`src/rtl/song_player_pkg.sv`:
```
// Shared note codes, song constants and FSM encoding for the melody autoplayer.
package song_player_pkg;

  localparam logic [3:0] NOTE_NONE = 4'd0;
  localparam logic [3:0] NOTE_C4   = 4'd1;
  localparam logic [3:0] NOTE_D    = 4'd2;
  localparam logic [3:0] NOTE_E    = 4'd3;
  localparam logic [3:0] NOTE_F    = 4'd4;
  localparam logic [3:0] NOTE_G    = 4'd5;

  localparam int         SONG_LEN  = 15;
  localparam logic [3:0] LAST_IDX  = 4'(SONG_LEN - 1);

  typedef enum logic [1:0] {
    ST_IDLE = 2'd0,
    ST_NOTE = 2'd1,
    ST_GAP  = 2'd2
  } state_t;

endpackage

```
`src/rtl/song_rom.sv`:
```
// Ode to Joy phrase: combinational idx -> {note, len}; out-of-range reads silence.
module song_rom
  import song_player_pkg::*;
(
  input  logic [3:0] idx,
  output logic [3:0] note,
  output logic [2:0] len
);

  // melody lookup table
  always_comb begin
    note = NOTE_NONE;
    len  = 3'd0;
    case (idx)
      4'd0:    begin note = NOTE_E;  len = 3'd2; end
      4'd1:    begin note = NOTE_E;  len = 3'd2; end
      4'd2:    begin note = NOTE_F;  len = 3'd2; end
      4'd3:    begin note = NOTE_G;  len = 3'd2; end
      4'd4:    begin note = NOTE_G;  len = 3'd2; end
      4'd5:    begin note = NOTE_F;  len = 3'd2; end
      4'd6:    begin note = NOTE_E;  len = 3'd2; end
      4'd7:    begin note = NOTE_D;  len = 3'd2; end
      4'd8:    begin note = NOTE_C4; len = 3'd2; end
      4'd9:    begin note = NOTE_C4; len = 3'd2; end
      4'd10:   begin note = NOTE_D;  len = 3'd2; end
      4'd11:   begin note = NOTE_E;  len = 3'd2; end
      4'd12:   begin note = NOTE_E;  len = 3'd3; end
      4'd13:   begin note = NOTE_D;  len = 3'd1; end
      4'd14:   begin note = NOTE_D;  len = 3'd4; end
      default: begin note = NOTE_NONE; len = 3'd0; end
    endcase
  end

endmodule

```
`src/rtl/song_player.sv`:
```
// Melody autoplayer: steps through the song ROM, holding each note for
// len*UNIT_TICKS ticks followed by GAP_TICKS ticks of silence.
module song_player
  import song_player_pkg::*;
#(
  parameter int UNIT_TICKS = 4,
  parameter int GAP_TICKS  = 1,
  parameter int LOOP       = 0
) (
  input  logic       CLK,
  input  logic       RESET,
  input  logic       tick,
  input  logic       start,
  input  logic       stop,
  output logic [3:0] note,
  output logic       busy,
  output logic       done,
  output logic [3:0] idx
);

  localparam logic [11:0] UNIT_W   = 12'(UNIT_TICKS);
  localparam logic [11:0] GAP_LAST = 12'(GAP_TICKS - 1);

  state_t      state_r;
  state_t      state_nxt_s;
  logic [11:0] cnt_r;
  logic [11:0] cnt_nxt_s;
  logic [3:0]  idx_r;
  logic [3:0]  idx_nxt_s;
  logic [2:0]  len_r;
  logic [3:0]  note_r;
  logic [3:0]  note_nxt_s;
  logic        busy_r;
  logic        done_r;
  logic        done_nxt_s;
  logic [3:0]  rom_note_s;
  logic [2:0]  rom_len_s;
  logic [11:0] note_last_s;

  // The ROM is addressed with the next index so note/len register alongside the state.
  song_rom u_rom (
    .idx  (idx_nxt_s),
    .note (rom_note_s),
    .len  (rom_len_s)
  );

  assign note_last_s = 12'(len_r) * UNIT_W - 12'd1;

  // next-state, counter and index logic; stop overrides everything
  always_comb begin
    state_nxt_s = state_r;
    cnt_nxt_s   = cnt_r;
    idx_nxt_s   = idx_r;
    done_nxt_s  = 1'b0;
    if (stop) begin
      state_nxt_s = ST_IDLE;
      cnt_nxt_s   = 12'd0;
      idx_nxt_s   = 4'd0;
    end else begin
      case (state_r)
        ST_IDLE: begin
          cnt_nxt_s = 12'd0;
          if (start) begin
            state_nxt_s = ST_NOTE;
            idx_nxt_s   = 4'd0;
          end else begin
            idx_nxt_s   = 4'd0;
          end
        end
        ST_NOTE: begin
          if (tick) begin
            if (cnt_r == note_last_s) begin
              state_nxt_s = ST_GAP;
              cnt_nxt_s   = 12'd0;
            end else begin
              cnt_nxt_s   = cnt_r + 12'd1;
            end
          end else begin
            cnt_nxt_s = cnt_r;
          end
        end
        ST_GAP: begin
          if (tick) begin
            if (cnt_r == GAP_LAST) begin
              cnt_nxt_s = 12'd0;
              if (idx_r < LAST_IDX) begin
                state_nxt_s = ST_NOTE;
                idx_nxt_s   = idx_r + 4'd1;
              end else if (LOOP != 0) begin
                state_nxt_s = ST_NOTE;
                idx_nxt_s   = 4'd0;
              end else begin
                state_nxt_s = ST_IDLE;
                idx_nxt_s   = 4'd0;
                done_nxt_s  = 1'b1;
              end
            end else begin
              cnt_nxt_s = cnt_r + 12'd1;
            end
          end else begin
            cnt_nxt_s = cnt_r;
          end
        end
        default: begin
          state_nxt_s = ST_IDLE;
          cnt_nxt_s   = 12'd0;
          idx_nxt_s   = 4'd0;
        end
      endcase
    end
    note_nxt_s = (state_nxt_s == ST_NOTE) ? rom_note_s : NOTE_NONE;
  end

  // state and registered outputs
  always_ff @(posedge CLK or posedge RESET) begin
    if (RESET) begin
      state_r <= ST_IDLE;
      cnt_r   <= 12'd0;
      idx_r   <= 4'd0;
      len_r   <= 3'd0;
      note_r  <= NOTE_NONE;
      busy_r  <= 1'b0;
      done_r  <= 1'b0;
    end else begin
      state_r <= state_nxt_s;
      cnt_r   <= cnt_nxt_s;
      idx_r   <= idx_nxt_s;
      len_r   <= rom_len_s;
      note_r  <= note_nxt_s;
      busy_r  <= (state_nxt_s != ST_IDLE);
      done_r  <= done_nxt_s;
    end
  end

  assign note = note_r;
  assign busy = busy_r;
  assign done = done_r;
  assign idx  = idx_r;

endmodule
```
`config.mk`:
```
export PLATFORM = sky130hd
export DESIGN_NAME = song_player
export DESIGN_NICKNAME = d
export VERILOG_FILES = /design/src/rtl/song_player_pkg.sv /design/src/rtl/song_rom.sv /design/src/rtl/song_player.sv
export SDC_FILE = /design/constraint.sdc
export NUM_CORES = 1
export LEC_CHECK = 0
export ABC_AREA = 1
export BUFFER_PORTS_ARGS = -buffer_cell sky130_fd_sc_hd__buf_4
export CAP_MARGIN = 10
export CORE_ASPECT_RATIO = 2
export CORE_MARGIN = 2
export CORE_UTILIZATION = 30
export DETAILED_ROUTE_END_ITERATION = 7
export PLACE_DENSITY = 0.44
export RECOVER_POWER = 100
export SLEW_MARGIN = 20
export SYNTH_ARGS = -nofsm -noshare
export SYNTH_HDL_FRONTEND = slang
export SYNTH_SLANG_ARGS = --single-unit
```
`constraint.sdc`:
```
create_clock -name CLK -period 4.75 [get_ports CLK]
set_input_delay 0.95 -clock CLK [delete_from_list [all_inputs] [get_ports CLK]]
set_output_delay 0.95 -clock CLK [all_outputs]
set_load 0.1 [all_outputs]
```
# Yosys cells after proc, flatten, opt, wreduce, memory -nomap -nowiden
# Memory sizes are Yosys's and may differ from the RTL's.
# Index checks and enable logic that the tools add are counted.
[word_totals]
regBits = 27
rom_bits = 96
input_bits = 5
out_inout_bits = 10
mem_count = 1
[memory_table]
columns = ["memory", "depth", "width", "read_ports", "rd_clocked_by_memory_dff", "wr", "line", "text"]
rows = [
  ["(no name shown)", 16, 6, 1, 0, 0, "song_rom.sv:14", "case (idx)"],
]
[op_classes]
addsub = 3
n_lt_le_gt_ge = 1
n_eq_ne = 6
muxes = 25
reduce_logical = 4
[ops]
columns = ["operator", "count"]
rows = [
  ["$mux 12", 5],
  ["$pmux 12 s2", 1],
  ["$mux 4", 5],
  ["$add 12x1->12 const B", 1],
  ["$eq 12x12->1", 1],
  ["$logic_not 12->1", 1],
  ["$mux 2", 6],
  ["$pmux 4 s2", 1],
  ["$mux 1", 6],
  ["$ne 3x3->1 const B", 2],
  ["$pmux 2 s3", 1],
  ["$sub 5x1->6 const B", 1],
  ["$add 4x1->4 const B", 1],
  ["$eq 2x1->1 const B", 2],
  ["$lt 4x4->1 const B", 1],
  ["$eq 2x2->1 const B", 1],
  ["$logic_not 2->1", 1],
  ["$reduce_and 2->1", 1],
  ["$reduce_bool 2->1", 1],
]

# Logic depth before layout (Yosys ltp)
[logic_depth]
ltp_word = 8
mapped_depth = 16
depth_no_buf = 16

# Hierarchy
# From an unflattened synthesis, not the netlist that was laid out.
[hier_totals]
hier_cells = 236
hier_area_um2 = 1720.4
[modules_own_cells]
columns = ["mod", "instances", "cells_per_inst", "area_per_inst_um2"]
rows = [
  ["song_player", 1, 213, 1605.3],
  ["song_rom", 1, 23, 115.1],
]

# Worst setup path after synthesis
# OpenSTA, ideal clock, no wires.
[synth_timing]
path_type = "reg-to-reg"
start = "register idx_r[1] (netlist: idx[1])"
end = "register note_r[1] (netlist: note[1])"
setup_time_ps = 117
arrival_ps = 2220
slack_ps = 2413
path_stages_with_launch = 15
path_buffers = 0
synth_period_minus_slack_ps = 2337
path_cell_list = "dfrtp_1 > ha_1 > nand2_1 > inv_1 > nand3_1 > nand2_1 > nand2_1 > o21ai_2 > nand2_1 > inv_2 > ha_1 > inv_1 > nand2_1 > nand2_1 > a21oi_2"
[synth_between]
elab_chain_len = 8
[synth_rtl]
columns = ["element", "line", "text"]
rows = [
  ["from (decl)", "song_player.sv:28", "logic [3:0] idx_r;"],
  ["from (signal assigned)", "song_player.sv:127", "idx_r <= idx_nxt_s;"],
  ["$add 4x1->4 / $lt 4x4->1 (equally long branches)", "song_player.sv:88, song_player.sv:86", ""],
  ["$mux 4 *", "song_player.sv:86", "if (idx_r < LAST_IDX) begin"],
  ["$mux 4 *", "song_player.sv:84", "if (cnt_r == GAP_LAST) begin"],
  ["$mux 4 *", "song_player.sv:83", "if (tick) begin"],
  ["$pmux 4 s2 *", "song_player.sv:60", "case (state_r)"],
  ["$mux 4 *", "song_player.sv:55", "if (stop) begin"],
  ["via idx_nxt_s[2]", "song_player.sv:29", "logic [3:0] idx_nxt_s;"],
  ["$mem_v2 16x6 *", "--", ""],
  ["$mux 4 *", "song_player.sv:111", "note_nxt_s = (state_nxt_s == ST_NOTE) ? rom_note_s : NOTE_NONE;"],
  ["via note_nxt_s[1]", "song_player.sv:32", "logic [3:0] note_nxt_s;"],
  ["to (signal assigned)", "song_player.sv:129", "note_r <= note_nxt_s;"],
  ["to (decl)", "song_player.sv:31", "logic [3:0] note_r;"],
]
# Mark *: on every way through the listed nets, which the timed path passes. The rest lies on a longest branch.
# A chain may end at the register's enable or synchronous reset.

# Final worst setup path
[layout_timing]
start = "register cnt_r[0]"
end = "register note_r[1] (netlist: note[1])"
[layout_between]
elab_chain_len = 7
[layout_rtl]
columns = ["element", "line", "text"]
rows = [
  ["from (decl)", "song_player.sv:26", "logic [11:0] cnt_r;"],
  ["from (signal assigned)", "song_player.sv:126", "cnt_r <= cnt_nxt_s;"],
  ["$logic_not 12->1", "song_player.sv:84", ""],
  ["$mux 4", "song_player.sv:84", ""],
  ["$mux 4", "song_player.sv:83", ""],
  ["$pmux 4 s2", "song_player.sv:60", ""],
  ["$mux 4", "song_player.sv:55", ""],
  ["via idx_nxt_s[1]", "song_player.sv:29", ""],
  ["$mem_v2 16x6", "--", ""],
  ["$mux 4", "song_player.sv:111", ""],
  ["via note_nxt_s[1]", "song_player.sv:32", ""],
]
# The timed path passes the listed nets, and every way through them passes these cells.

==> impl_metrics.xml <==
<?xml version="1.0" encoding="UTF-8"?>
<metrics>
  <group name="run_status">
    <metric name="status" unit="">finished with violations</metric>
    <metric name="failing_checks" unit="">capacitance limit, slew limit</metric>
  </group>
  <group name="logic_synthesis">
    <metric name="yosysSeqAreaShare" unit="%">38.1</metric>
    <metric name="syn_area_per_cell" unit="sq um">7.37</metric>
    <metric name="post_synth_inst_count" unit="">232</metric>
    <metric name="synth-compound-area-share" unit="%">9.22</metric>
    <metric name="synth-simple-area-share" unit="%">33.2</metric>
    <metric name="synth_xor_area_share" unit="%">2.56</metric>
    <metric name="synth_top_family_by_area" unit="">simple AND/OR/NAND/NOR gates</metric>
    <metric name="yosys-mux-area-fraction" unit="%">0</metric>
    <metric name="synth.net_count" unit="">246</metric>
    <metric name="postSynthRegisterBits" unit="">26</metric>
    <metric name="library_cells_used_by_synthesis" unit="">28</metric>
    <metric name="synth_fa_ha_area_share" unit="%">6.59</metric>
    <metric name="synthesis.area" unit="sq um">1710</metric>
    <metric name="synth-warning-count" unit="">0</metric>
  </group>
  <group name="die">
    <metric name="placementRows" unit="">38</metric>
    <metric name="floorplan.die.width" unit="um">57.4</metric>
    <metric name="initial_utilization" unit="%">31.3</metric>
    <metric name="fp.coreArea" unit="sq um">5470</metric>
    <metric name="num_io_pins" unit="">15</metric>
    <metric name="die_area" unit="sq um">6350</metric>
    <metric name="die-height" unit="um">111</metric>
  </group>
  <group name="power_and_ir_drop">
    <metric name="powerDensity" unit="nW/um^2">224</metric>
    <metric name="ir_drop" unit="V">0.000118</metric>
    <metric name="leakage" unit="nW">0.881</metric>
  </group>
  <group name="routing">
    <metric name="detail_route.wl_per_cell" unit="um">13.7</metric>
    <metric name="drt_pass1_iterations" unit="">4</metric>
    <metric name="ant_nets" unit="">0</metric>
    <metric name="drc" unit="">0</metric>
    <metric name="routed_wl" unit="um">4180</metric>
    <metric name="via_per_inst" unit="">4.68</metric>
    <metric name="drt-initial-drc-count" unit="">23</metric>
    <metric name="routed-via-count" unit="">1431</metric>
  </group>
  <group name="critical_path">
    <metric name="timing.critical_path.depth" unit="">16</metric>
    <metric name="path_class" unit="">flop to flop</metric>
    <metric name="path_delay_family" unit="">simple AND/OR/NAND/NOR gates</metric>
    <metric name="crit_start" unit="">cnt_r[0]</metric>
    <metric name="critical_path.n_buffers_inverters" unit="">4</metric>
    <metric name="crit_path_end_kind" unit="">flop</metric>
    <metric name="worst_setup_path_start_kind" unit="">flop</metric>
    <metric name="timing.critical_path.mode_cell" unit="">sky130_fd_sc_hd__nand2_1</metric>
    <metric name="r2r-end" unit="">note[1]</metric>
    <metric name="worstPathMaxFanout" unit="">7</metric>
    <metric name="required" unit="ps">4950</metric>
    <metric name="worstPathArrival" unit="ps">2830</metric>
    <metric name="regToRegSetupSlack" unit="ps">2120</metric>
    <metric name="max_stage_delay" unit="ps">420</metric>
    <metric name="crit_end" unit="">note[1]</metric>
    <metric name="worst-r2r-cell-count" unit="">16</metric>
    <metric name="r2r_start" unit="">cnt_r[0]</metric>
    <metric name="crit_chain" unit="">inv_1 -&gt; ha_1 -&gt; nand2_1 -&gt; nor2_1 -&gt; nand3_1 -&gt; nand2_1 -&gt; nand3_1 -&gt; nand2_1 -&gt; inv_1 -&gt; nor2_1 -&gt; inv_1 -&gt; ha_1 -&gt; inv_1 -&gt; nand2_1 -&gt; nand2_1 -&gt; a21oi_1</metric>
    <metric name="timing.critical_path.slowest_stage_cell" unit="">sky130_fd_sc_hd__dfrtp_1</metric>
  </group>
  <group name="clock_network">
    <metric name="cts_root_buffer" unit="">sky130_fd_sc_hd__clkbuf_8</metric>
    <metric name="clockBufferDepth" unit="">2</metric>
    <metric name="post_cts_resized" unit="">0</metric>
    <metric name="cts-hold-fix-buffers" unit="">0</metric>
    <metric name="num_clock_sinks" unit="">26</metric>
    <metric name="postCtsSetupRepairBufs" unit="">0</metric>
    <metric name="cts-buffers-inserted" unit="">3</metric>
    <metric name="path_clk_slew" unit="ps">90</metric>
    <metric name="clock_tree_from_tritoncts" unit="">yes</metric>
    <metric name="worstSkewPairLatency" unit="ps">270</metric>
    <metric name="htreeDepth" unit="">1</metric>
  </group>
  <group name="grt">
    <metric name="use_met1" unit="%">15.0</metric>
    <metric name="track_usage" unit="%">14.6</metric>
    <metric name="grt_use_met2" unit="%">28.3</metric>
    <metric name="global_route_wire_length_before_repair" unit="um">7160</metric>
    <metric name="vias_in_the_first_global_route" unit="">1520</metric>
    <metric name="remaining_global_route_overflow" unit="">0</metric>
    <metric name="busiest_layer" unit="">met2</metric>
    <metric name="met3_grt_util" unit="%">1.40</metric>
    <metric name="pin_count_of_the_biggest_net_entering_global_routing" unit="">27</metric>
    <metric name="grt_antenna_before_repair" unit="">0</metric>
  </group>
  <group name="placement">
    <metric name="dp_slack" unit="ps">2410</metric>
    <metric name="placed_cells" unit="">303</metric>
    <metric name="placement.io_buffers" unit="">13</metric>
    <metric name="post-dp-hpwl" unit="um">3370</metric>
    <metric name="finalWeightedCongestion" unit="">0.760</metric>
  </group>
  <group name="timing">
    <metric name="min_period_over_period" unit="%">55.4</metric>
    <metric name="fmax" unit="MHz">380</metric>
    <metric name="tightest_pin_transition" unit="ps">1540</metric>
    <metric name="rsz_0062_raised_after_global_routing" unit="">no</metric>
    <metric name="finalSetupViolCount" unit="">0</metric>
    <metric name="fin_skew" unit="ps">2.64</metric>
    <metric name="timing_max_transition_violations_final" unit="">27</metric>
    <metric name="final_critical_path_setup_slack" unit="ps">2120</metric>
    <metric name="hold_ws" unit="ps">591</metric>
    <metric name="setup-tns-final" unit="ps">0</metric>
    <metric name="finalHoldViolCount" unit="">0</metric>
    <metric name="layout_min_cycle_time" unit="ps">2630</metric>
    <metric name="timing.max_slew.rel_slack" unit="%">-2.43</metric>
  </group>
  <group name="final_layout">
    <metric name="post_route_cells_drive_above_1_share" unit="%">8.13</metric>
    <metric name="layout.nets" unit="">262</metric>
    <metric name="syn2layout_area_growth" unit="%">7.17</metric>
    <metric name="layout.core_utilization" unit="%">33.5</metric>
    <metric name="fin_cells" unit="">306</metric>
    <metric name="mostFrequentLayoutCells" unit="">64 x sky130_fd_sc_hd__nand2_1, 36 x sky130_fd_sc_hd__inv_1, 26 x sky130_fd_sc_hd__dfrtp_1, 22 x sky130_fd_sc_hd__nor2_1, 19 x sky130_fd_sc_hd__nand3_1</metric>
    <metric name="mostFrequentLayoutCell" unit="">sky130_fd_sc_hd__nand2_1</metric>
    <metric name="number_of_diodes_added_for_antenna_fixing" unit="">0</metric>
  </group>
  <group name="run">
    <metric name="cap_viol_max_count" unit="">1</metric>
  </group>
  <group name="hold_path">
    <metric name="hold-path-cell-count" unit="">2</metric>
    <metric name="hp-class" unit="">flop to flop</metric>
  </group>
</metrics>
==> routing by layer <==
metal | vias to the layer above | wire (um) | share of wire [%]
met3 | 6 | 49 | 1.2
met4 | 0 | 86 | 2.1
li1 | 752 | - | -
met2 | 11 | 2480 | 59
met1 | 662 | 1560 | 37
met5 | - | 0 | 0
==> synthesized netlist by cell type <==
master | instances | area (sq um)
sky130_fd_sc_hd__a21oi_1 | 5 | 25.0
sky130_fd_sc_hd__a21oi_2 | 1 | 8.76
sky130_fd_sc_hd__a21oi_4 | 1 | 16.3
sky130_fd_sc_hd__buf_2 | 1 | 5.00
sky130_fd_sc_hd__buf_4 | 1 | 7.51
sky130_fd_sc_hd__clkbuf_1 | 1 | 3.75
sky130_fd_sc_hd__conb_1 | 1 | 3.75
sky130_fd_sc_hd__dfrtp_1 | 26 | 651
sky130_fd_sc_hd__ha_1 | 9 | 113
sky130_fd_sc_hd__inv_1 | 33 | 124
sky130_fd_sc_hd__inv_2 | 9 | 33.8
sky130_fd_sc_hd__nand2_1 | 64 | 240
sky130_fd_sc_hd__nand2_2 | 3 | 18.8
sky130_fd_sc_hd__nand3_1 | 18 | 90.1
sky130_fd_sc_hd__nand3_2 | 1 | 10.0
sky130_fd_sc_hd__nand4_1 | 4 | 25.0
sky130_fd_sc_hd__nor2_1 | 17 | 63.8
sky130_fd_sc_hd__nor2_2 | 2 | 12.5
sky130_fd_sc_hd__nor2_4 | 5 | 56.3
sky130_fd_sc_hd__nor2_8 | 1 | 20.0
sky130_fd_sc_hd__nor3_1 | 4 | 20.0
sky130_fd_sc_hd__nor3_2 | 1 | 10.0
sky130_fd_sc_hd__o21ai_0 | 4 | 20.0
sky130_fd_sc_hd__o21ai_1 | 8 | 40.0
sky130_fd_sc_hd__o21ai_2 | 1 | 8.76
sky130_fd_sc_hd__o21bai_1 | 1 | 7.51
sky130_fd_sc_hd__o22ai_1 | 5 | 31.3
sky130_fd_sc_hd__xor2_1 | 5 | 43.8
==> kinds of logic after synthesis <==
group,Yosys count
flops,26
simple gates,120
fa+ha+maj,9
compound gates,26
xor+xnor,5
other cells,1
buf+inv,45
==> registers in the layout, indices dropped and copies added (netlist names) <==
| signal | cells |
|---|---|
| busy | 1 |
| cnt_r | 12 |
| done | 1 |
| idx | 4 |
| len_r | 3 |
| note | 3 |
| state_r | 2 |
==> per-stage QoR <==
| stage | total power (W) | cell area, sq um |
|---|---|---|
| finish | 0.000410 | 1830 |
| global route | 0.000428 | 1830 |
| CTS | 0.000424 | 1910 |
| detailed placement | 0.000294 | 1870 |
| global placement | 0.000294 | 1870 |
| floorplan | 0.000278 | 1710 |
==> power breakdown <==
| group | internal (W) | switching, W | total [W] |
|---|---|---|---|
| Clock | 0.0000569 | 0.0000690 | 0.000126 |
| Sequential | 0.000225 | 0.00000198 | 0.000227 |
| Combinational | 0.0000108 | 0.0000466 | 0.0000573 |
==> area by class of cell <==
cell class	count	area [sq um]
fillers	603	3640
clock buffers	3	41.3
repair buffers	14	67.6
well taps	60	75.1
inverters	42	158
flip-flops and latches	26	651
multi-input cells	161	840
==> worst reg2reg max path, stage by stage (launching register included) <==
cell	delay, ps
sky130_fd_sc_hd__dfrtp_1	420
sky130_fd_sc_hd__inv_1	100
sky130_fd_sc_hd__ha_1	140
sky130_fd_sc_hd__nand2_1	50
sky130_fd_sc_hd__nor2_1	370
sky130_fd_sc_hd__nand3_1	250
sky130_fd_sc_hd__nand2_1	110
sky130_fd_sc_hd__nand3_1	90
sky130_fd_sc_hd__nand2_1	70
sky130_fd_sc_hd__inv_1	40
sky130_fd_sc_hd__nor2_1	270
sky130_fd_sc_hd__inv_1	90
sky130_fd_sc_hd__ha_1	280
sky130_fd_sc_hd__inv_1	30
sky130_fd_sc_hd__nand2_1	80
sky130_fd_sc_hd__nand2_1	70
sky130_fd_sc_hd__a21oi_1	110
==> worst min path at each step <==
stage	start	endpoint	slack, ps
floorplan	cnt_r[1]	cnt_r[1]	540
global placement	cnt_r[1]	cnt_r[1]	580
detailed placement	cnt_r[1]	cnt_r[1]	580
CTS	cnt_r[1]	cnt_r[1]	590
global route	cnt_r[1]	cnt_r[1]	620
finish	cnt_r[1]	cnt_r[1]	590
No activity file was read; power rests on OpenSTA's default activity.
